### config.mk
export PLATFORM = sky130hd
export DESIGN_NAME = fp_div_seq_flat
export DESIGN_NICKNAME = d
export VERILOG_FILES = /design/src/rtl/fpu_sp_pkg.sv /design/src/rtl/fp_div_seq_if.sv /design/src/rtl/fp_sp_round.sv /design/src/rtl/fp_div_seq.sv /design/src/flat_wrapper.sv
export SDC_FILE = /design/constraint.sdc
export NUM_CORES = 1
export LEC_CHECK = 0
export CAP_MARGIN = 25
export CORE_MARGIN = 2
export CORE_UTILIZATION = 45
export CTS_CLUSTER_SIZE = 12
export DETAILED_ROUTE_END_ITERATION = 10
export GPL_TIMING_DRIVEN = 0
export PLACE_DENSITY = 0.68
export SLEW_MARGIN = 15
export SYNTH_ARGS = -nofsm -noshare
export SYNTH_HDL_FRONTEND = slang
export SYNTH_SLANG_ARGS = --single-unit
### constraint.sdc
create_clock -name clk -period 6.3 [get_ports clk]
set_input_delay 0.63 -clock clk [delete_from_list [all_inputs] [get_ports clk]]
set_output_delay 0.63 -clock clk [all_outputs]
set_load 0.02 [all_outputs]
### src/rtl/fpu_sp_pkg.sv
// Shared binary32 definitions for the single-precision FPU datapath:
// field widths, constants, operand classes, divider FSM states and helpers.
package fpu_sp_pkg;

  localparam int EXP_W  = 8;
  localparam int FRAC_W = 23;
  localparam int MANT_W = 24;
  localparam int BIAS   = 127;

  localparam logic [31:0] QNAN    = 32'h7FC00000;
  localparam logic [31:0] POS_INF = 32'h7F800000;

  typedef enum logic [2:0] {
    FP_ZERO,
    FP_SUB,
    FP_NORM,
    FP_INF,
    FP_NAN
  } fp_class_e;

  typedef enum logic [2:0] {
    ST_IDLE,
    ST_PREP,
    ST_DIV,
    ST_ROUND,
    ST_DONE
  } div_state_e;

  // Classify the magnitude bits of a binary32 value; the sign does not matter.
  function automatic fp_class_e fp_classify(input logic [30:0] x);
    if (x[30:23] == 8'hFF) return (x[22:0] != 23'd0) ? FP_NAN : FP_INF;
    if (x[30:23] == 8'h00) return (x[22:0] != 23'd0) ? FP_SUB : FP_ZERO;
    return FP_NORM;
  endfunction

  // Leading-zero count of a 24-bit mantissa (24 when all zero).
  function automatic logic [4:0] lzc24(input logic [23:0] m);
    logic [4:0] n;
    n = 5'd24;
    for (int i = 0; i < 24; i++) begin
      if (m[i]) n = 5'(23 - i);
    end
    return n;
  endfunction

endpackage

### src/rtl/fp_div_seq_if.sv
// Request/response handshake bundle for the sequential binary32 divider.
interface fp_div_seq_if;
  import fpu_sp_pkg::*;

  logic        in_valid;
  logic        in_ready;
  logic [31:0] dividend;
  logic [31:0] divisor;
  logic        out_valid;
  logic        out_ready;
  logic [31:0] result;
  logic        overflow;
  logic        underflow;
  logic        div_by_zero;
  logic        invalid;

  modport slave (
    input  in_valid, dividend, divisor, out_ready,
    output in_ready, out_valid, result, overflow, underflow, div_by_zero, invalid
  );

  modport master (
    output in_valid, dividend, divisor, out_ready,
    input  in_ready, out_valid, result, overflow, underflow, div_by_zero, invalid
  );

endinterface

### src/rtl/fp_sp_round.sv
// Combinational round-to-nearest-even and pack for binary32 results.
// Takes a normalized 24-bit mantissa (hidden bit included) with guard/sticky
// and a signed biased exponent. FP_DIV_SUBNORMAL_EN selects gradual underflow
// (denormalize then round); otherwise tiny results flush to signed zero.
module fp_sp_round
  import fpu_sp_pkg::*;
(
  input  logic              sign,
  input  logic signed [9:0] exp_in,
  input  logic [23:0]       mant,
  input  logic              guard,
  input  logic              sticky,
  output logic [31:0]       result,
  output logic              overflow,
  output logic              underflow
);

  logic              round_up;
  logic [24:0]       mant_inc;
  logic [22:0]       frac_rnd;
  logic signed [9:0] exp_adj;
`ifdef FP_DIV_SUBNORMAL_EN
  logic [9:0]        shamt;
  logic [49:0]       wide;
  logic [23:0]       d_mant;
  logic              d_guard;
  logic              d_sticky;
  logic [23:0]       d_rnd;
`endif

  // Round, renormalize on carry-out, then range-check and pack.
  always_comb begin
    result    = {sign, 31'd0};
    overflow  = 1'b0;
    underflow = 1'b0;
    round_up  = guard & (sticky | mant[0]);
    mant_inc  = {1'b0, mant} + 25'(round_up);
    frac_rnd  = mant_inc[24] ? mant_inc[23:1] : mant_inc[22:0];
    exp_adj   = mant_inc[24] ? exp_in + 10'sd1 : exp_in;
`ifdef FP_DIV_SUBNORMAL_EN
    shamt    = 10'd0;
    wide     = 50'd0;
    d_mant   = 24'd0;
    d_guard  = 1'b0;
    d_sticky = 1'b0;
    d_rnd    = 24'd0;
`endif
    if (exp_in <= 10'sd0) begin
`ifdef FP_DIV_SUBNORMAL_EN
      if (exp_in < -10'sd24) begin
        underflow = 1'b1;
      end else begin
        // Shift right by 1-e; everything below the new guard folds into sticky.
        shamt    = 10'sd1 - exp_in;
        wide     = {mant, guard, 25'd0} >> shamt;
        d_mant   = wide[49:26];
        d_guard  = wide[25];
        d_sticky = sticky | (|wide[24:0]);
        d_rnd    = d_mant + 24'(d_guard & (d_sticky | d_mant[0]));
        // A carry into bit 23 lands in the exponent LSB: smallest normal.
        result    = {sign, 31'(d_rnd)};
        underflow = d_guard | d_sticky;
      end
`else
      underflow = 1'b1;
`endif
    end else if (exp_adj >= 10'sd255) begin
      result   = {sign, POS_INF[30:0]};
      overflow = 1'b1;
    end else begin
      result = {sign, exp_adj[7:0], frac_rnd};
    end
  end

endmodule

### src/rtl/fp_div_seq.sv
// Iterative binary32 divider: result = dividend / divisor.
// Radix-2 restoring mantissa divide (26 quotient bits), RNE rounding and
// IEEE exception flags. One operation in flight; fixed latency of 28 cycles
// for ordinary operands and 1 cycle for special operands.
// Optional macro FP_DIV_SUBNORMAL_EN: normalize subnormal inputs and produce
// subnormal outputs; when undefined subnormals are treated as zero.
//
// state    | meaning
// ST_IDLE  | waiting for a request, in_ready high
// ST_PREP  | classify operands, resolve special cases, load divider
// ST_DIV   | one quotient bit per cycle, 26 cycles
// ST_ROUND | normalize, round and pack
// ST_DONE  | result held until out_ready
module fp_div_seq
  import fpu_sp_pkg::*;
(
  input  logic        clk,
  input  logic        rst,
  fp_div_seq_if.slave bus
);

  div_state_e        state_q, state_d;
  logic [31:0]       a_q, b_q;
  logic [25:0]       rem_q, q_q;
  logic [23:0]       mb_q;
  logic signed [9:0] e_q;
  logic              sign_q;
  logic [4:0]        cnt_q;
  logic [31:0]       result_q;
  logic              ovf_q, unf_q, dbz_q, inv_q;

  fp_class_e         cls_a, cls_b;
  logic [23:0]       ma, mb;
  logic signed [9:0] ea, eb, e_prep;
  logic              is_special;
  logic [31:0]       sp_result;
  logic              sp_inv, sp_dbz;

  logic              ge;
  logic [25:0]       rem_sub, rem_next, q_next;

  logic signed [9:0] rn_e;
  logic [23:0]       rn_mant;
  logic              rn_guard, rn_sticky;
  logic [31:0]       rnd_result;
  logic              rnd_ovf, rnd_unf;

  // Operand unpack, classification and special-case resolution.
  always_comb begin
    cls_a = fp_classify(a_q[30:0]);
    cls_b = fp_classify(b_q[30:0]);
    ma    = {1'b1, a_q[22:0]};
    mb    = {1'b1, b_q[22:0]};
    ea    = $signed({2'b00, a_q[30:23]});
    eb    = $signed({2'b00, b_q[30:23]});
`ifdef FP_DIV_SUBNORMAL_EN
    if (cls_a == FP_SUB) begin
      ma = {1'b0, a_q[22:0]} << lzc24({1'b0, a_q[22:0]});
      ea = 10'sd1 - $signed({5'd0, lzc24({1'b0, a_q[22:0]})});
    end
    if (cls_b == FP_SUB) begin
      mb = {1'b0, b_q[22:0]} << lzc24({1'b0, b_q[22:0]});
      eb = 10'sd1 - $signed({5'd0, lzc24({1'b0, b_q[22:0]})});
    end
`else
    if (cls_a == FP_SUB) cls_a = FP_ZERO;
    if (cls_b == FP_SUB) cls_b = FP_ZERO;
`endif
    e_prep     = ea - eb + $signed(10'(BIAS));
    is_special = 1'b1;
    sp_result  = {a_q[31] ^ b_q[31], 31'd0};
    sp_inv     = 1'b0;
    sp_dbz     = 1'b0;
    if (cls_a == FP_NAN || cls_b == FP_NAN) begin
      sp_result = QNAN;
      sp_inv    = 1'b1;
    end else if ((cls_a == FP_ZERO && cls_b == FP_ZERO) ||
                 (cls_a == FP_INF && cls_b == FP_INF)) begin
      sp_result = QNAN;
      sp_inv    = 1'b1;
    end else if (cls_b == FP_ZERO) begin
      sp_result = {a_q[31] ^ b_q[31], POS_INF[30:0]};
      sp_dbz    = 1'b1;
    end else if (cls_a == FP_INF) begin
      sp_result = {a_q[31] ^ b_q[31], POS_INF[30:0]};
    end else if (cls_a == FP_ZERO || cls_b == FP_INF) begin
      sp_result = {a_q[31] ^ b_q[31], 31'd0};
    end else begin
      is_special = 1'b0;
    end
  end

  // One restoring-division step.
  always_comb begin
    ge       = rem_q >= {2'b00, mb_q};
    rem_sub  = ge ? rem_q - {2'b00, mb_q} : rem_q;
    rem_next = rem_sub << 1;
    q_next   = {q_q[24:0], ge};
  end

  // Normalize the quotient: a leading zero costs one exponent step.
  always_comb begin
    if (q_q[25]) begin
      rn_mant   = q_q[25:2];
      rn_guard  = q_q[1];
      rn_sticky = q_q[0] | (rem_q != 26'd0);
      rn_e      = e_q;
    end else begin
      rn_mant   = q_q[24:1];
      rn_guard  = q_q[0];
      rn_sticky = rem_q != 26'd0;
      rn_e      = e_q - 10'sd1;
    end
  end

  fp_sp_round u_round (
    .sign      (sign_q),
    .exp_in    (rn_e),
    .mant      (rn_mant),
    .guard     (rn_guard),
    .sticky    (rn_sticky),
    .result    (rnd_result),
    .overflow  (rnd_ovf),
    .underflow (rnd_unf)
  );

  // State register.
  always_ff @(posedge clk) begin
    if (rst) state_q <= ST_IDLE;
    else     state_q <= state_d;
  end

  // Next-state logic.
  always_comb begin
    state_d = state_q;
    unique case (state_q)
      ST_IDLE:  if (bus.in_valid) state_d = ST_PREP;
      ST_PREP:  state_d = is_special ? ST_DONE : ST_DIV;
      ST_DIV:   if (cnt_q == 5'd25) state_d = ST_ROUND;
      ST_ROUND: state_d = ST_DONE;
      ST_DONE:  if (bus.out_ready) state_d = ST_IDLE;
      default:  state_d = ST_IDLE;
    endcase
  end

  // Operand capture, divider datapath and result registers.
  always_ff @(posedge clk) begin
    if (rst) begin
      a_q      <= 32'd0;
      b_q      <= 32'd0;
      rem_q    <= 26'd0;
      q_q      <= 26'd0;
      mb_q     <= 24'd0;
      e_q      <= 10'sd0;
      sign_q   <= 1'b0;
      cnt_q    <= 5'd0;
      result_q <= 32'd0;
      ovf_q    <= 1'b0;
      unf_q    <= 1'b0;
      dbz_q    <= 1'b0;
      inv_q    <= 1'b0;
    end else begin
      unique case (state_q)
        ST_IDLE: begin
          if (bus.in_valid) begin
            a_q <= bus.dividend;
            b_q <= bus.divisor;
          end
        end
        ST_PREP: begin
          sign_q <= a_q[31] ^ b_q[31];
          e_q    <= e_prep;
          rem_q  <= {2'b00, ma};
          mb_q   <= mb;
          q_q    <= 26'd0;
          cnt_q  <= 5'd0;
          if (is_special) begin
            result_q <= sp_result;
            ovf_q    <= 1'b0;
            unf_q    <= 1'b0;
            dbz_q    <= sp_dbz;
            inv_q    <= sp_inv;
          end
        end
        ST_DIV: begin
          rem_q <= rem_next;
          q_q   <= q_next;
          cnt_q <= (cnt_q == 5'd25) ? 5'd0 : cnt_q + 5'd1;
        end
        ST_ROUND: begin
          result_q <= rnd_result;
          ovf_q    <= rnd_ovf;
          unf_q    <= rnd_unf;
          dbz_q    <= 1'b0;
          inv_q    <= 1'b0;
        end
        default: ;
      endcase
    end
  end

  assign bus.in_ready    = (state_q == ST_IDLE) && !rst;
  assign bus.out_valid   = state_q == ST_DONE;
  assign bus.result      = result_q;
  assign bus.overflow    = ovf_q;
  assign bus.underflow   = unf_q;
  assign bus.div_by_zero = dbz_q;
  assign bus.invalid     = inv_q;

endmodule

### src/flat_wrapper.sv
// flat-port wrapper written by rule: the top's interface ports become plain ports
module fp_div_seq_flat import fpu_sp_pkg::*;
  (clk, rst, bus_in_valid, bus_dividend, bus_divisor, bus_out_ready, bus_in_ready, bus_out_valid, bus_result, bus_overflow, bus_underflow, bus_div_by_zero, bus_invalid);
  fp_div_seq_if bus_i ();
  input  logic clk;
  input  logic rst;
  input wire logic [$bits(bus_i.in_valid)-1:0] bus_in_valid;
  input wire logic [$bits(bus_i.dividend)-1:0] bus_dividend;
  input wire logic [$bits(bus_i.divisor)-1:0] bus_divisor;
  input wire logic [$bits(bus_i.out_ready)-1:0] bus_out_ready;
  output wire logic [$bits(bus_i.in_ready)-1:0] bus_in_ready;
  output wire logic [$bits(bus_i.out_valid)-1:0] bus_out_valid;
  output wire logic [$bits(bus_i.result)-1:0] bus_result;
  output wire logic [$bits(bus_i.overflow)-1:0] bus_overflow;
  output wire logic [$bits(bus_i.underflow)-1:0] bus_underflow;
  output wire logic [$bits(bus_i.div_by_zero)-1:0] bus_div_by_zero;
  output wire logic [$bits(bus_i.invalid)-1:0] bus_invalid;
  assign bus_i.in_valid = bus_in_valid;
  assign bus_i.dividend = bus_dividend;
  assign bus_i.divisor = bus_divisor;
  assign bus_i.out_ready = bus_out_ready;
  assign bus_in_ready = bus_i.in_ready;
  assign bus_out_valid = bus_i.out_valid;
  assign bus_result = bus_i.result;
  assign bus_overflow = bus_i.overflow;
  assign bus_underflow = bus_i.underflow;
  assign bus_div_by_zero = bus_i.div_by_zero;
  assign bus_invalid = bus_i.invalid;
  fp_div_seq u_core (.clk(clk), .rst(rst), .bus(bus_i));
endmodule
# ---- After elaboration in Yosys (flattened, before gate mapping)
# Index checks and enable logic that the tools add are counted.
dict set report classes {
  addsub 7
  n_lt_le_gt_ge 3
  eq_ne 17
  muxes 64
  bitwise 4
  reduce_logical 20
}
# cell count
set ops {}
lappend ops {{31-bit two-way mux} 4}
lappend ops {{26-bit case mux with 2 select lines} 2}
lappend ops {{32-bit two-way mux} 3}
lappend ops {{32-bit case mux with 2 select lines} 1}
lappend ops {{3-bit two-way mux} 16}
lappend ops {{23-bit nonzero test} 2}
lappend ops {{26-bit by 24-bit >= comparator with 1-bit output} 1}
lappend ops {{1-bit two-way mux} 26}
lappend ops {{26-bit nonzero test} 1}
lappend ops {{24-bit by 1-bit adder with 25-bit output} 1}
lappend ops {{25-bit two-way mux} 1}
lappend ops {{25-bit by 24-bit subtractor with 25-bit output} 1}
lappend ops {{24-bit two-way mux} 1}
lappend ops {{23-bit two-way mux} 1}
lappend ops {{10-bit two-way mux} 2}
lappend ops {{8-bit equality test, second input constant} 2}
lappend ops {{8-bit logical NOT} 2}
lappend ops {{3-bit case mux with 5 select lines} 1}
lappend ops {{3-bit by 2-bit equality test with 1-bit output, second input constant} 4}
lappend ops {{10-bit by 2-bit adder with 10-bit output, second input constant} 1}
lappend ops {{10-bit by 8-bit adder with 10-bit output, second input constant} 1}
lappend ops {{10-bit by 9-bit >= comparator with 1-bit output, second input constant} 1}
lappend ops {{10-bit by 1-bit <= comparator with 1-bit output, second input constant} 1}
lappend ops {{5-bit case mux with 2 select lines} 1}
lappend ops {{20 further kinds} 38}
dict set report totals {
  register_bits 195
  input_bits 68
  out_inout_bits 38
  elab_cells 129
}

# ---- Longest topological paths before layout
# Gate-level depths: netlist (run 1).
dict set report depth {
  word_depth 17
  mapped_depth 19
  mapped_depth_nobuf 12
}

# ---- Hierarchy
# Synthesis (run 1) repeated with hierarchy kept, for this count alone.
dict set report hier_totals {
  cells_unflattened 1459
  hier_area_um2 11297.1
}
# mod n_inst cells_per_inst area_per_inst_um2 seq_area_each_um2
set modules_own_cells {}
lappend modules_own_cells {fp_div_seq 1 1287 10109.7 3903.7}
lappend modules_own_cells {fp_sp_round 1 172 1187.4 0.0}

# ---- Worst setup path before layout (run 1)
# OpenSTA, ideal clock, no wires.
dict set report synth_path {
  kind {flip-flop to flip-flop}
  from {register u_core.q_q[25]}
  to {register u_core.result_q[24], in the netlist u_core.bus.result[24]}
  setup_ns 0.137
  arrival_ns 4.629
  required_ns 6.163
  slack_ns 1.535
  path_stages_with_launch 19
  n_path_buf 7
  period_less_slack_ns 4.765
  path_cell_list {dfxtp_1 -> buf_6 -> buf_2 -> clkbuf_1 -> buf_1 -> clkbuf_1 -> buf_6 -> mux2i_1 -> nor2b_1 -> ha_1 -> nand2_1 -> or4_4 -> or4_1 -> buf_2 -> or4_1 -> nand2_1 -> o21ai_2 -> a32oi_4 -> a211oi_1}
}
dict set report synth_between {
  elab_chain_cells 9
  word_cells_on_any_way 14
  cone_classes {add/sub: 2; order compare: 2; mux: 8; bitwise: 2}
}
# element line
set synth_rtl {}
lappend synth_rtl {{from (decl)} fp_div_seq.sv:24} ;# logic [25:0] rem_q, q_q;
lappend synth_rtl {{from (signal assigned)} fp_div_seq.sv:187} ;# q_q <= q_next;
lappend synth_rtl {{1-bit two-way mux or 24-bit two-way mux (tied branches)} fp_div_seq.sv:103} ;# if (q_q[25]) begin
lappend synth_rtl {{1-bit bitwise OR} fp_sp_round.sv:36} ;# round_up = guard & (sticky | mant[0]);
lappend synth_rtl {{1-bit AND} fp_sp_round.sv:36}
lappend synth_rtl {{24-bit by 1-bit adder with 25-bit output} fp_sp_round.sv:37} ;# mant_inc = {1'b0, mant} + 25'(round_up);
lappend synth_rtl {{10-bit two-way mux} fp_sp_round.sv:39} ;# exp_adj = mant_inc[24] ? exp_in + 10'sd1 : exp_in;
lappend synth_rtl {{10-bit by 9-bit >= comparator with 1-bit output} fp_sp_round.sv:67} ;# end else if (exp_adj >= 10'sd255) begin
lappend synth_rtl {{31-bit two-way mux} fp_sp_round.sv:67}
lappend synth_rtl {{31-bit two-way mux (*)} fp_sp_round.sv:48} ;# if (exp_in <= 10'sd0) begin
lappend synth_rtl {{32-bit case mux with 2 select lines (*)} fp_div_seq.sv:163} ;# unique case (state_q)
lappend synth_rtl {{to (signal assigned)} fp_div_seq.sv:178} ;# result_q <= sp_result;
lappend synth_rtl {{to (signal assigned)} fp_div_seq.sv:191} ;# result_q <= rnd_result;
lappend synth_rtl {{to (decl)} fp_div_seq.sv:29} ;# logic [31:0] result_q;
# Every way passes the cells marked *; elsewhere a longest branch is shown, timed or not.
# A chain may end at the register's enable or synchronous reset.

# ---- Worst setup path after layout (run 1)
dict set report layout_path {
  from {register u_core.q_q[25]}
  to {register u_core.result_q[8], in the netlist u_core.bus.result[8]}
}
# Same word-level chain as after synthesis.

==> run_results.csv, run 1 <==
group,metric,value,unit
run_status,outcome,"complete, no violations",
setup_path,path_cells,"buf_6 -> buf_2 -> clkbuf_1 -> buf_1 -> clkbuf_2 -> buf_6 -> mux2i_1 -> nor2b_1 -> ha_1 -> nand2_1 -> or4_4 -> or3_2 -> a2111oi_0 -> o31ai_1 -> o21a_1 -> o21ai_0 -> o21ai_0",
yosys,synth_common_cells,"297 x nand2_1, 195 x dfxtp_1, 140 x a21oi_1",
timing,period_needed,5.89,ns
clock_network,clockRootBuffer,"clkbuf_16",
layout,multi_input_comb_area,6800,um^2
timing,skew,0.0170,ns
yosys,yosysUniqueCellTypes,78,
global_routing,grt_pass1_vias,10700,
yosys,synth-seq-cells,195,
floorplanning,num_rows,58,
setup_path,r2r_cells,17,
timing,setup_viol,0,
timing,final_max_slew_viol_count,0,
yosys,async_reset_ff_share,0,%
timing,hold_ws,0.458,ns
drt,routed_wl,35.3,mm
yosys,synth_top_area_share,34.3,%
setup_path,crit_type,"flip-flop to flip-flop",
power_and_ir_drop,cellPowerDensity,326,nW/um^2
global_routing,grt_max_degree,25,
yosys,synth_warnings,0,
power_and_ir_drop,seq_power_share,32.0,%
setup_path,crit_slowest_cell,"buf_1",
yosys,avgSynthCellArea,7.59,um^2
floorplanning,pin_count,106,
layout,drive_above_1_share,4.95,%
power_and_ir_drop,p_leak,0.00493,uW
drt,avgRoutedWirePerCell,17.9,um
yosys,syn_nets,1610,
clock_network,clock_sinks,195,
floorplanning,dieArea,26600,um^2
floorplanning,die_x,163,um
timing,timing.fmax,170,MHz
layout,num-fill-cells,2458,
placement,routabilityCongestion,0.943,
clock_network,cts_buffers,17,
drt,ant_nets,0,
layout,nets,1734,
layout,post-route-util,54.0,%
worst_hold_path,hold_class,"flip-flop to flip-flop",
clock_network,h-tree-depth,4,
drt,vias,11400,
setup_path,cp_data_required_time,6.61,ns
timing,setup-tns-final,0,ns
drt,viasPerCell,5.81,
timing,hold_viol,0,
power_and_ir_drop,p_sw,1850,uW
setup_path,worstPathArrival,6.21,ns
yosys,synth_area_leaders,"dfxtp_1 34%, nand2_1 9.8%, a21oi_1 6.2%",
global_routing,gr-usage-all-layers,26.7,%
timing,rsz0062_at_grt,"false",
timing,relSlewSlack,43.9,%
setup_path,startpoint_type,"flip-flop",
power_and_ir_drop,power.internal,2550,uW
placement,place_hpwl,27.2,mm
yosys,synth_most_common_cell,"nand2_1",
placement,port_buffers,104,
clock_network,clkTransAtPathRegs,0.09,ns
yosys,yosys.area.top_type,"dfxtp_1",
power_and_ir_drop,p_comb_share,41.0,%
layout,num_antenna_cells,0,
clock_network,insertion_delay,0.45,ns
yosys,syn_inst,1501,
worst_hold_path,min_path_cells,2,
layout,syn2layout_area_growth,18.6,%
power_and_ir_drop,clockPowerShare,26.9,%
yosys,seq_area_frac_synth,34.3,%
flow_run,maxCapViolCount,0,
clock_network,clock_path_buffers,2,
floorplanning,fp.dieH,163,um
layout,layoutNonFillerInstCount,1968,
clock_network,tritoncts,"yes",
drt,drt_pass1_iterations,5,
global_routing,grt_pass1_wl,56.1,mm
timing,period_share,93.5,%
setup_path,end_kind,"flip-flop",
timing,tightestPinTransition,0.842,ns
yosys,synth-edff-count,0,
global_routing,grt_overflow,0,
drt,drtIter0Drc,940,
clock_network,cts.hold.buffers_added,0,
power_and_ir_drop,vdd_ir_drop_max,0.178,mV
yosys,synth_flop_cell,"dfxtp_1",
drt,drc_errors,0,
yosys,synth_area,11400,um^2
setup_path,max_stage_delay,0.62,ns
global_routing,grt_antenna_before_repair,0,
placement,dpl.cell_count,1936,
power_and_ir_drop,power_switching_share,42.0,%
floorplanning,design.core.area,25000,um^2
floorplanning,start_util,45.5,%
layout,ff_latch_area,3900,um^2
setup_path,crit_fanout,10,
## worst paths after layout
| path | start | end | slack (ns) |
|---|---|---|---|
| worst max-delay path | u_core.q_q[25] | u_core.bus.result[8] | 0.41 |
| worst min-delay path | u_core.mb_q[20] | u_core.mb_q[20] | 0.46 |
| worst max register to register | u_core.q_q[25] | u_core.bus.result[8] | 0.41 |
| worst min register to register | u_core.mb_q[20] | u_core.mb_q[20] | 0.46 |
## kinds of logic (layout without fill, tap and decap cells)
logic type	Yosys count	after routing	synth area share [%]
flip-flops	195	195	34.3
AO/OA/AOI/OAI	401	401	23.4
adder cells (fa/ha/maj)	41	41	4.63
AND/OR/NAND/NOR	625	625	25.2
multiplexers	29	29	2.66
XOR/XNOR	49	49	3.77
buffers and inverters	161	298	6.06
## metal layers
metal	routed length [um]	up-vias	global-route usage (%)	share of wire, %
li1	-	5610	-	-
met1	15600	5367	34.4	44
met2	16500	399	45.0	47
met3	1900	64	3.40	5.4
met4	1290	0	11.3	3.7
met5	0	-	0	0
## stage by stage
stage               power, uW  instance area (um^2)  setup slack (ns)
finish                   4400                 13500             0.407
global route             4650                 13500             0.117
CTS                      4380                 13500             0.286
detailed placement       3200                 12900             0.341
global placement         3190                 12800             0.108
floorplan                2700                 11400              1.53
## power by group through the flow
stage          clock, uW  sequential (uW)  combinational (uW)
6_report            1190             1410                1810
5_1_grt             1240             1420                1990
4_1_cts             1190             1410                1780
3_5_place_dp           0             1440                1770
3_3_place_gp           0             1430                1750
2_1_floorplan          0             1430                1280
## timing repair
action	in CTS	in global routing
buffers inserted	0	0
endpoints found under the setup margin	0	30
gates resized for setup	0	3
## placed cells by master, fill, tap and decap left out, types with 13 or more instances in the layout
cell type / synthesis / routed
nand2_1: 297 / 297
dfxtp_1: 195 / 195
a21oi_1: 140 / 140
nor2_1: 111 / 111
clkdlybuf4s50_1: 0 / 104
clkbuf_1: 79 / 78
inv_1: 56 / 56
nand3_1: 47 / 47
o21ai_0: 46 / 46
ha_1: 39 / 39
nor3_1: 32 / 32
a31oi_1: 31 / 31
a211oi_1: 30 / 30
nor4_1: 28 / 27
a22oi_1: 27 / 27
xnor2_1: 26 / 26
xor2_1: 23 / 23
a21o_1: 20 / 20
mux2i_1: 19 / 19
clkbuf_16: 0 / 17
nand4_1: 16 / 16
and3_1: 13 / 13
## critical path: cells and delay by family, from the launching register on
family                   cells  cell delay, ns
AO/OA/AOI/OAI                5            1.48
adder cells (fa/ha/maj)      1            0.19
buffers and inverters        6            2.16
flip-flops                   1            0.46
multiplexers                 1            0.09
AND/OR/NAND/NOR              4            1.35
## cell type report
class | count | share of cell area, %
Buffer | 105 | 3.57
Tap cell | 330 | 3.06
Clock inverter | 15 | 1.68
Sequential cell | 195 | 28.9
Timing Repair Buffer | 105 | 7.74
Inverter | 56 | 1.56
Clock buffer | 17 | 3.15
Multi-Input combinational cell | 1145 | 50.4
## registers in the layout, summed over array words and instances, names as in the netlist
name and cells:
u_core.a_q 32, u_core.b_q 32, u_core.bus.result 32, u_core.q_q 26
u_core.rem_q 26, u_core.mb_q 24, u_core.e_q 10, u_core.cnt_q 5
u_core.state_q 3, u_core.bus.div_by_zero 1, u_core.bus.invalid 1, u_core.bus.overflow 1
u_core.bus.underflow 1, u_core.sign_q 1
Note: power is estimated with default switching activity, not from simulation.
==> run 2: changes to the inputs <==
--- a/config.mk
+++ b/config.mk
@@ -9,3 +9,3 @@
 export CORE_MARGIN = 2
-export CORE_UTILIZATION = 45
+export CORE_UTILIZATION = 30
 export CTS_CLUSTER_SIZE = 12
@@ -13,3 +13,3 @@
 export GPL_TIMING_DRIVEN = 0
-export PLACE_DENSITY = 0.68
+export PLACE_DENSITY = 0.5
 export SLEW_MARGIN = 15
--- a/constraint.sdc
+++ b/constraint.sdc
@@ -3,2 +3,2 @@
 set_output_delay 0.63 -clock clk [all_outputs]
-set_load 0.02 [all_outputs]
+set_load 0.01 [all_outputs]
==> run_results.csv, run 2 (synthesized netlist as in run 1, its figures left out) <==
group,metric,value,unit
floorplanning,die_x,199,um
layout,layoutNonFillerInstCount,2148,
setup_path,r2r-start,"u_core.q_q[25]",
global_routing,gr-usage-all-layers,19.7,%
drt,viasPerCell,5.27,
global_routing,grt_pass1_wl,60.0,mm
timing,period_needed,5.79,ns
flow_run,maxCapViolCount,0,
layout,num_antenna_cells,0,
clock_network,ctsResizeCount,0,
drt,ant_nets,0,
floorplanning,start_util,30.4,%
global_routing,grt_overflow,0,
setup_path,cp_data_required_time,6.61,ns
setup_path,end_kind,"flip-flop",
clock_network,tritoncts,"yes",
timing,rsz0062_at_grt,"false",
clock_network,cts.hold.buffers_added,0,
timing,final_max_slew_viol_count,0,
power_and_ir_drop,vdd_ir_drop_max,0.222,mV
timing,tightestPinTransition,0.880,ns
layout,syn2layout_area_growth,20.1,%
clock_network,clkTransAtPathRegs,0.08,ns
setup_path,worst-r2r-setup-slack,0.51,ns
layout,drive_above_1_share,4.83,%
clock_network,insertion_delay,0.45,ns
layout,num-fill-cells,4046,
power_and_ir_drop,p_leak,0.00491,uW
timing,setup-tns-final,0,ns
drt,vias,11300,
global_routing,grt_pass1_vias,10700,
drt,drc_errors,0,
layout,final_common_cell,"nand2_1",
layout,mostFrequentLayoutCells,"297 x nand2_1, 195 x dfxtp_1, 140 x a21oi_1",
worst_hold_path,hold_class,"flip-flop to flip-flop",
timing,worst_slack,0.507,ns
floorplanning,num_rows,71,
layout,nets,1733,
global_routing,grt_max_degree,20,
placement,place_hpwl,30.2,mm
placement,dpl.cell_count,2116,
setup_path,r2r_cells,17,
run_status,outcome,"complete, no violations",
drt,drtIter0Drc,693,
setup_path,r2r_end,"u_core.bus.result[4]",
clock_network,cts_buffers,17,
global_routing,grt_antenna_before_repair,0,
clock_network,clock_path_buffers,2,
placement,dp_slack,0.292,ns
worst_hold_path,worst_hold_path.endpoint,"u_core.mb_q[11]",
timing,skew,0.0134,ns
floorplanning,fp.dieH,199,um
floorplanning,dieArea,39500,um^2
timing,relSlewSlack,40.7,%
timing,timing.fmax,173,MHz
setup_path,crit_fanout,10,
clock_network,post-cts-setup-buffer-count,0,
worst_hold_path,min_path_cells,2,
drt,avgRoutedWirePerCell,18.0,um
placement,port_buffers,104,
drt,routed_wl,38.7,mm
timing,period_share,92.0,%
setup_path,startpoint_type,"flip-flop",
clock_network,clock_sinks,195,
drt,drt_pass1_iterations,5,
placement,routabilityCongestion,0.901,
setup_path,crit_type,"flip-flop to flip-flop",
clock_network,h-tree-depth,4,
power_and_ir_drop,cellPowerDensity,321,nW/um^2
timing,hold_viol,0,
setup_path,worstPathArrival,6.11,ns
timing,setup_viol,0,
clock_network,clockRootBuffer,"clkbuf_16",
worst_hold_path,holdCritStartpoint,"u_core.mb_q[11]",
floorplanning,pin_count,106,
floorplanning,design.core.area,37500,um^2
timing,hold_ws,0.457,ns
## run 2: area by class of cell
cell class	instances	area (um^2)	area share (%)
clock inverter	14	163	1.19
clock buffer	18	439	3.21
sequential	195	3900	28.5
multi-input combinational	1145	6810	49.7
buffer	105	482	3.52
inverter	56	210	1.54
timing repair buffer	104	1040	7.61
tap	511	639	4.67
## run 2: worst max-delay path, cell delays in order (launching register included)
cell,delay (ns)
dfxtp_1,0.46
buf_6,0.20
buf_2,0.28
clkbuf_1,0.38
clkbuf_2,0.41
clkbuf_1,0.57
buf_6,0.25
mux2i_1,0.09
nor2b_1,0.13
ha_1,0.19
nand2_1,0.09
or4_4,0.59
or3_2,0.52
a2111oi_0,0.40
o31ai_1,0.18
o21a_1,0.20
o21ai_0,0.51
o21ai_0,0.18
## run 2: worst max-delay path by stage
stage	startpoint	endpoint	slack, ns
after detailed placement	u_core.q_q[25]	u_core.bus.result[8]	0.29
after global placement	u_core.q_q[25]	u_core.bus.result[0]	-0.04
after CTS	u_core.q_q[25]	u_core.bus.result[8]	0.26
after floorplan	u_core.q_q[25]	u_core.bus.result[24]	1.53
after global routing	u_core.q_q[25]	u_core.bus.result[0]	0.09
final	u_core.q_q[25]	u_core.bus.result[4]	0.51
## run 2: power breakdown
| group | leakage (uW) | total (uW) | switching, uW | internal, uW |
|---|---|---|---|---|
| logic | 0.00304 | 1840 | 1170 | 661 |
| clock network | 0.000291 | 1140 | 562 | 578 |
| registers | 0.00159 | 1410 | 87.6 | 1330 |
## run 2: stage by stage
stage          total power [uW]  area, um^2  util (%)
6_report                   4390       13700      36.5
5_1_grt                    4660       13700      36.5
4_1_cts                    4390       13700      36.5
3_5_place_dp               3250       13100      34.9
3_3_place_gp               3240       13100      34.9
2_1_floorplan              2690       11400         -
## run 2: routing by layer
metal  vias up  track usage (%)  part of all wire (%)
met2       268             33.9                    47
met1      5387             25.4                    47
li1       5618                -                     -
met5         -                0                     0
met4         0             5.97                   2.3
met3        40             2.73                   3.8
